`config.mk`:
```
export PLATFORM = sky130hd
export DESIGN_NAME = wb_queue
export DESIGN_NICKNAME = d
export VERILOG_FILES = /design/src/rtl/wb_queue.sv
export SDC_FILE = /design/constraint.sdc
export NUM_CORES = 1
export LEC_CHECK = 0
export CORE_ASPECT_RATIO = 0.7
export CORE_MARGIN = 2
export CORE_UTILIZATION = 30
export CTS_CLUSTER_SIZE = 10
export DETAILED_ROUTE_END_ITERATION = 10
export PLACE_DENSITY = 0.62
export REMOVE_ABC_BUFFERS = 1
export SYNTH_ARGS = -nofsm -noshare
export SYNTH_HDL_FRONTEND = slang
export SYNTH_SLANG_ARGS = --single-unit
```
`constraint.sdc`:
```
create_clock -name clk -period 4.5 [get_ports clk]
set_input_delay 0.675 -clock clk [delete_from_list [all_inputs] [get_ports clk]]
set_output_delay 0.675 -clock clk [all_outputs]
set_load 0.01 [all_outputs]
```
`src/rtl/wb_queue.sv`:
```
// Writeback queue: two producers (mem, alu) into an in-order FIFO retiring one entry per cycle
// onto the A/D bank write ports. Define WBQ_BYPASS_EN to let results skip an empty queue.
module wb_queue #(
    parameter int unsigned DEPTH = 4
) (
    input  logic                     clk,
    input  logic                     rst,
    input  logic                     mem_valid,
    output logic                     mem_ready,
    input  logic                     mem_bank,
    input  logic [2:0]               mem_addr,
    input  logic [47:0]              mem_data,
    input  logic                     alu_valid,
    output logic                     alu_ready,
    input  logic                     alu_bank,
    input  logic [2:0]               alu_addr,
    input  logic [47:0]              alu_data,
    output logic                     weA,
    output logic [2:0]               waddrA,
    output logic [47:0]              wdataA,
    output logic                     weD,
    output logic [2:0]               waddrD,
    output logic [47:0]              wdataD,
    output logic [7:0]               pendA,
    output logic [7:0]               pendD,
    output logic [$clog2(DEPTH):0]   count
);

    localparam int unsigned AW = $clog2(DEPTH);
    localparam int unsigned CW = AW + 1;

    typedef struct packed {
        logic        bank;
        logic [2:0]  addr;
        logic [47:0] data;
    } entry_t;

    entry_t          r_mem [DEPTH];
    logic [AW-1:0]   r_head;
    logic [AW-1:0]   r_tail;
    logic [CW-1:0]   r_count;

    logic [CW-1:0]   w_free;
    logic            w_mem_fire;
    logic            w_alu_fire;
    logic            w_deq;
    logic            w_byp_mem;
    logic            w_byp_alu;
    logic            w_enq_mem;
    logic            w_enq_alu;
    logic            w_out_valid;
    entry_t          w_out;
    entry_t          w_mem_ent;
    entry_t          w_alu_ent;
    logic [AW-1:0]   w_off;
    logic [AW-1:0]   w_idx;

    assign w_free    = CW'(DEPTH) - r_count;
    assign mem_ready = !rst && (w_free >= CW'(1));
    assign alu_ready = !rst && ((w_free >= CW'(2)) || ((w_free >= CW'(1)) && !mem_valid));

    assign w_mem_fire = mem_valid && mem_ready;
    assign w_alu_fire = alu_valid && alu_ready;
    assign w_deq      = !rst && (r_count != '0);
    assign w_mem_ent  = '{bank: mem_bank, addr: mem_addr, data: mem_data};
    assign w_alu_ent  = '{bank: alu_bank, addr: alu_addr, data: alu_data};

`ifdef WBQ_BYPASS_EN
    // Empty queue: the older result goes straight to the bank, any second one is queued.
    assign w_byp_mem = (r_count == '0) && w_mem_fire;
    assign w_byp_alu = (r_count == '0) && w_alu_fire && !w_mem_fire;
`else
    assign w_byp_mem = 1'b0;
    assign w_byp_alu = 1'b0;
`endif

    assign w_enq_mem   = w_mem_fire && !w_byp_mem;
    assign w_enq_alu   = w_alu_fire && !w_byp_alu;
    assign w_out_valid = w_deq || w_byp_mem || w_byp_alu;
    assign w_out       = w_deq ? r_mem[r_head] : (w_byp_mem ? w_mem_ent : w_alu_ent);

    always_comb begin
        weA    = 1'b0;
        waddrA = '0;
        wdataA = '0;
        weD    = 1'b0;
        waddrD = '0;
        wdataD = '0;
        if (w_out_valid) begin
            if (w_out.bank) begin
                weD    = 1'b1;
                waddrD = w_out.addr;
                wdataD = w_out.data;
            end else if (w_out.addr != 3'd0) begin
                weA    = 1'b1;
                waddrA = w_out.addr;
                wdataA = w_out.data;
            end
        end
    end

    always_comb begin
        pendA = '0;
        pendD = '0;
        w_off = '0;
        w_idx = '0;
        if (!rst) begin
            for (int unsigned i = 0; i < DEPTH; i++) begin
                w_idx = AW'(i);
                w_off = w_idx - r_head;
                if ({1'b0, w_off} < r_count) begin
                    if (r_mem[w_idx].bank)
                        pendD[r_mem[w_idx].addr] = 1'b1;
                    else if (r_mem[w_idx].addr != 3'd0)
                        pendA[r_mem[w_idx].addr] = 1'b1;
                end
            end
        end
    end

    always_ff @(posedge clk) begin
        if (rst) begin
            r_head  <= '0;
            r_tail  <= '0;
            r_count <= '0;
        end else begin
            r_head  <= r_head + AW'(w_deq);
            r_tail  <= r_tail + AW'(w_enq_mem) + AW'(w_enq_alu);
            r_count <= r_count + CW'(w_enq_mem) + CW'(w_enq_alu) - CW'(w_deq);
        end
    end

    // Storage needs no reset; fire signals are already gated by rst via the readies.
    always_ff @(posedge clk) begin
        if (w_enq_mem)
            r_mem[r_tail] <= w_mem_ent;
        if (w_enq_alu)
            r_mem[r_tail + AW'(w_enq_mem)] <= w_alu_ent;
    end

    assign count = r_count;

endmodule

```
Yosys cells after proc, flatten, opt, wreduce, memory -nomap -nowiden
Memory sizes are Yosys's and may differ from the RTL's. A register that Yosys moved wholly into a read port is not among the register bits.
Cells that the tools add are included.

storage, ports and cells
  memories kept = 1
  RAM bits = 208
  logic and storage cells = 111
  flip-flop bits (word level) = 7
  output and inout bits = 125
  bits of input ports = 108

operators by class
  add/sub/neg operators = 11
  reductions and logical operators = 19
  bitwise gates (word level) = 6
  multiplexer cells = 57
  magnitude comparators = 14

memories
  memory  words  width  rd ports  clocked after memory_dff  wr ports  RTL line  RTL
  r_mem   4      52     5         1                         2         38        entry_t r_mem [DEPTH];

operator list
  cell                                                               count
  two-way mux 48 bit                                                 5
  two-way mux 8 bit                                                  28
  two-way mux 52 bit                                                 1
  OR 8 bit                                                           6
  nonzero test 3 bit                                                 6
  less-than comparator 3 x 4 -> 1 bit, second input constant         4
  greater-or-equal comparator 3 x 1 -> 1 bit, second input constant  5
  two-way mux 3 bit                                                  5
  two-way mux 1 bit                                                  13
  demux 1 bit (select 3 bit)                                         4
  less-than comparator 2 x 3 -> 1 bit                                4
  logical AND 1 bit                                                  10
  adder 2 x 1 -> 2 bit                                               3
  adder 3 x 1 -> 3 bit                                               2
  subtractor 1 x 2 -> 2 bit, first input constant                    2
  subtractor 2 bit, first input constant                             2
  greater-or-equal comparator 3 x 2 -> 1 bit, second input constant  1
  subtractor 3 x 1 -> 3 bit                                          1
  subtractor 3 bit, first input constant                             1
  logical NOT 1 bit                                                  2
  two-way mux 2 bit                                                  1
  logical OR 1 bit                                                   1

Depth between registers and ports, before layout
An unclocked memory read counts as a cell.

  word-level depth = 24
  gate-level depth with buffers = 14
  mapped depth without buffers = 14

Worst setup path before layout
No wires, ideal clock.

  path kind = register to register
  from = reg r_count[0] (netlist: count[0])
  to = mem r_mem[2][0] in the netlist's numbering (enable)
  arrival = 4.268 ns
  setup time = 0.472 ns
  buffers on the path = 1
  period minus slack after synthesis = 4.740 ns
  stages on the path, launching flop included = 10
  setup slack = -0.240 ns
  data required time = 4.028 ns
  cells stage by stage = dfxtp_1 > inv_1 > ha_1 > ha_1 > nor4b_1 > nor2_1 > and2_1 > clkbuf_1 > nand2_1 > o21bai_1

RTL lines
  what                    RTL line  RTL
  start, declared         41        logic [CW-1:0] r_count;
  start signal, assigned  129       r_count <= r_count + CW'(w_enq_mem) + CW'(w_enq_alu) - CW'(w_deq);
  end, declared           38

Worst setup path after layout
  from = reg r_count[1] (netlist: count[1])
  to = out wdataA[1]

on the way
  word-level cells in the longest chain between the ends = 7

RTL lines
  what                    RTL line  RTL
  nonzero test 3 bit (*)  64        assign w_deq = !rst && (r_count != '0);
  logical AND 1 bit (*)   64
  two-way mux 52 bit      80        assign w_out = w_deq ? r_mem[r_head] : (w_byp_mem ? w_mem_ent : w_alu_ent);
  nonzero test 3 bit      94        end else if (w_out.addr != 3'd0) begin
  two-way mux 48 bit      94
  two-way mux 48 bit      90        if (w_out.bank) begin
  two-way mux 48 bit (*)  89        if (w_out_valid) begin
  end, declared           20        output logic [47:0] wdataA,

Mark *: on every way between the ends. The rest lies on a longest branch, timed or not.

==> results_dict.tcl <==
set metrics [dict create \
    via_per_inst 5.212 \
    initial_core_util_pct 30.25 \
    fill_cells 4053 \
    drv_cap 0 \
    power_density_mw_per_mm2 524.6 \
    synth.area.top_cells "edfxtp_1 49%, mux2_2 18%, nor2_1 4.7%, mux2_1 4.6%, mux2i_1 3.8%" \
    wl_met3_um 1864 \
    grt_max_degree 65 \
    synth_cell_types 48 \
    cp_num_buf_inv 3 \
    path_cells "inv_1, ha_1, ha_1, or2_2, nor2_1, o31ai_4, buf_4, nor2_1, clkdlybuf4s50_1" \
    cts_buffers 27 \
    rr_startpoint "count[1]" \
    worst_hold_startpoint "count[1]" \
    rsz0062_at_grt "false" \
    cts_root_buffer "clkbuf_16" \
    h-tree-depth 1 \
    whs_path_depth 2 \
    multiInputGateArea_mm2 0.005974 \
    drtIter0Drc 771 \
    top_layer "met4" \
    die_x_um 250.2 \
    post_cts_buffers 0 \
    fin_skew_ns 0.01360 \
    run_status "completed" \
    drt_first_pass_iters 5 \
    ys_warn_count 0 \
    clock_sinks 215 \
    drt-met1-wl_um 18110 \
    reg2regPathDepth 11 \
    grt_pass1_wl_um 59800 \
    worstHoldPathType "reg -> reg" \
    worstPathRequired_ns 3.83 \
    slowest_delay_ns 0.57 \
    r2r_end "r_mem[1][23]" \
    crit_type "reg -> out" \
    cts_resized 0 \
    area_growth_pct 30.26 \
    path_delay_family "buffers and inverters" \
    synth_area_leader_cell "edfxtp_1" \
    final-hold-violation-count 0 \
    final_nets 1347 \
    dp_hpwl_um 26600 \
    cp.arrival_ns 3.65 \
    vias 9350 \
    netlist_top_cells_count "208 x edfxtp_1, 204 x mux2_2, 158 x nor2_1, 52 x mux2_1, 50 x a211oi_1" \
    wirelength_um 40020 \
    ioPinCount 233 \
    die_y_um 176.4 \
    post-route-period-util_pct 96.03 \
    syn_area_mm2 0.01273 \
    placed_area_mm2 0.01578 \
    yosysMostFrequentCell "edfxtp_1" \
    hold_buffers 0 \
    cp-start-kind "flop" \
    clk_path_buf_depth 3 \
    peakVddDrop_mv 0.2583 \
    core_mm2 0.04209 \
    clkTransAtPathRegs_ns 0.06 \
    cts_tree "done" \
    slowest_stage "clkdlybuf4s50_1" \
    hold_end "count[2]" \
    slew_headroom_pct 27.92 \
    min_period_ns 4.321 \
    synth-edff-count 208 \
    drv_slew 0 \
    drt-wirelength-per-cell_um 22.31 \
    ant_nets 0 \
    synth_top_flop_cell "edfxtp_1" \
    overflow 0 \
    final_area_mm2 0.01658 \
    regArea_mm2 0.006394 \
    gp_congestion 0.8547 \
    gr-usage-all-layers_pct 17.77 \
    post-route-util_pct 39.40 \
    drc 0 \
    antenna_found_initial 3 \
    async_reset_ff_share_pct 0 \
    ys_seq_area_share_pct 50.16 \
    synth_top_area_share_pct 49.06 \
    max_freq_ghz 0.2314 \
    tightest_slew_ns 1.078 \
    drive_above_1_share_pct 23.65 \
    ys_seq_elements 215 \
    dieArea_mm2 0.04413 \
    end_kind "primary output" \
    cp_max_fo 23 \
    setup_violations 0 \
    rows 63 \
    syn_inst 1011 \
    clk_latency_ns 0.54 \
    wl_met2_um 19300 \
    grt_pass1_vias 9626 \
    synth.avg_cell_area_um2 12.59 \
    port_buffers 231 \
    p_leak_nw 5.449 \
    r2r_slack_ns 0.65 \
]
==> routing by layer <==
layer | global-route usage [%] | vias to the layer above
met5 | 0 | -
met4 | 4.042 | 0
met3 | 2.875 | 54
met2 | 30.65 | 305
met1 | 23.47 | 4645
li1 | - | 4346
==> final cells by class <==
cell class / count / area share, %
antenna: 3 / 0.04527
clock buffer: 38 / 4.383
clock inverter: 5 / 0.4527
inverter: 13 / 0.2942
multi-input combinational: 703 / 36.02
sequential: 215 / 38.55
tap: 552 / 4.164
timing repair buffer: 265 / 16.08
==> power breakdown <==
group	internal (mW)	switching, mW	total (mW)
Sequential	2.74	0.193	2.94
Clock	1.22	0.826	2.05
Combinational	1.66	2.06	3.72
Total	5.63	3.08	8.70
==> worst reg2reg max path: cells and delay by family (launching register included) <==
kind / cells / cell delay [ns]
muxes: 1 / 0.41
adders and majority gates: 3 / 0.78
DFF: 1 / 0.45
xor gates and xnor gates: 1 / 0.31
buffers and inverters: 2 / 0.65
and+or+nand+nor: 4 / 1.01
==> how the worst max path moves through the flow <==
stage	depth (start not counted)	slack (ns)	endpoint	startpoint
final	9	0.18	wdataA[1]	count[1]
after global routing	9	0.03	wdataA[1]	count[1]
after CTS	9	0.15	wdataA[1]	count[1]
after detailed placement	9	0.53	r_mem[1][23]	rst
after global placement	9	0.57	r_mem[1][11]	rst
after floorplan	3	-1.98	weA	r_head[0]
==> placed cells by master (no fill, tap or decap), types with 4 or more instances in the layout <==
master	n
clkdlybuf4s50_1	231
edfxtp_1	208
mux2_2	204
nor2_1	157
mux2_1	52
a211oi_1	50
a221oi_1	49
mux2i_1	48
clkbuf_16	27
buf_4	26
inv_1	12
nor2b_1	12
ha_1	12
a32oi_1	10
clkbuf_1	10
and2_1	9
nand2_1	9
nand3_1	8
o221ai_1	8
buf_12	8
a22oi_1	6
and3_1	6
xnor2_1	6
o21ai_0	5
and3b_1	5
dfxtp_1	5
nand2b_1	4
mux4_2	4
==> state kept, by name (all words and copies together) (netlist names) <==
name	flops
count	3
r_head	2
r_mem	208
r_tail	2
==> logic make-up (layout without fill, tap and decap cells) <==
family                   after synthesis  count (layout)  share of synthesized area (%)
XOR/XNOR                               7               7                         0.4815
buffers and inverters                 93             321                          3.430
AO/OA/AOI/OAI                        143             143                          9.041
adder cells (fa/ha/maj)               14              14                          1.494
flip-flops                           215             215                          50.16
other                                  1               4                        0.02945
AND/OR/NAND/NOR                      230             230                          8.245
multiplexers                         308             308                          27.12
==> metrics by stage <==
stage          setup WS (ns)  cells  setup TNS (ns)  hold slack, ns  power [mW]
6_report              0.1785   1794               0          0.6338       8.701
5_1_grt              0.02688   1794               0          0.6554       9.190
3_3_place_gp          0.5728   1748               0          0.5926       6.676
4_1_cts               0.1546   1791               0          0.6294       8.809
2_1_floorplan         -1.978    931         -279.79          0.5935       5.125
3_5_place_dp          0.5320   1748               0          0.6100       6.719
No activity file was read; power rests on OpenSTA's default activity.
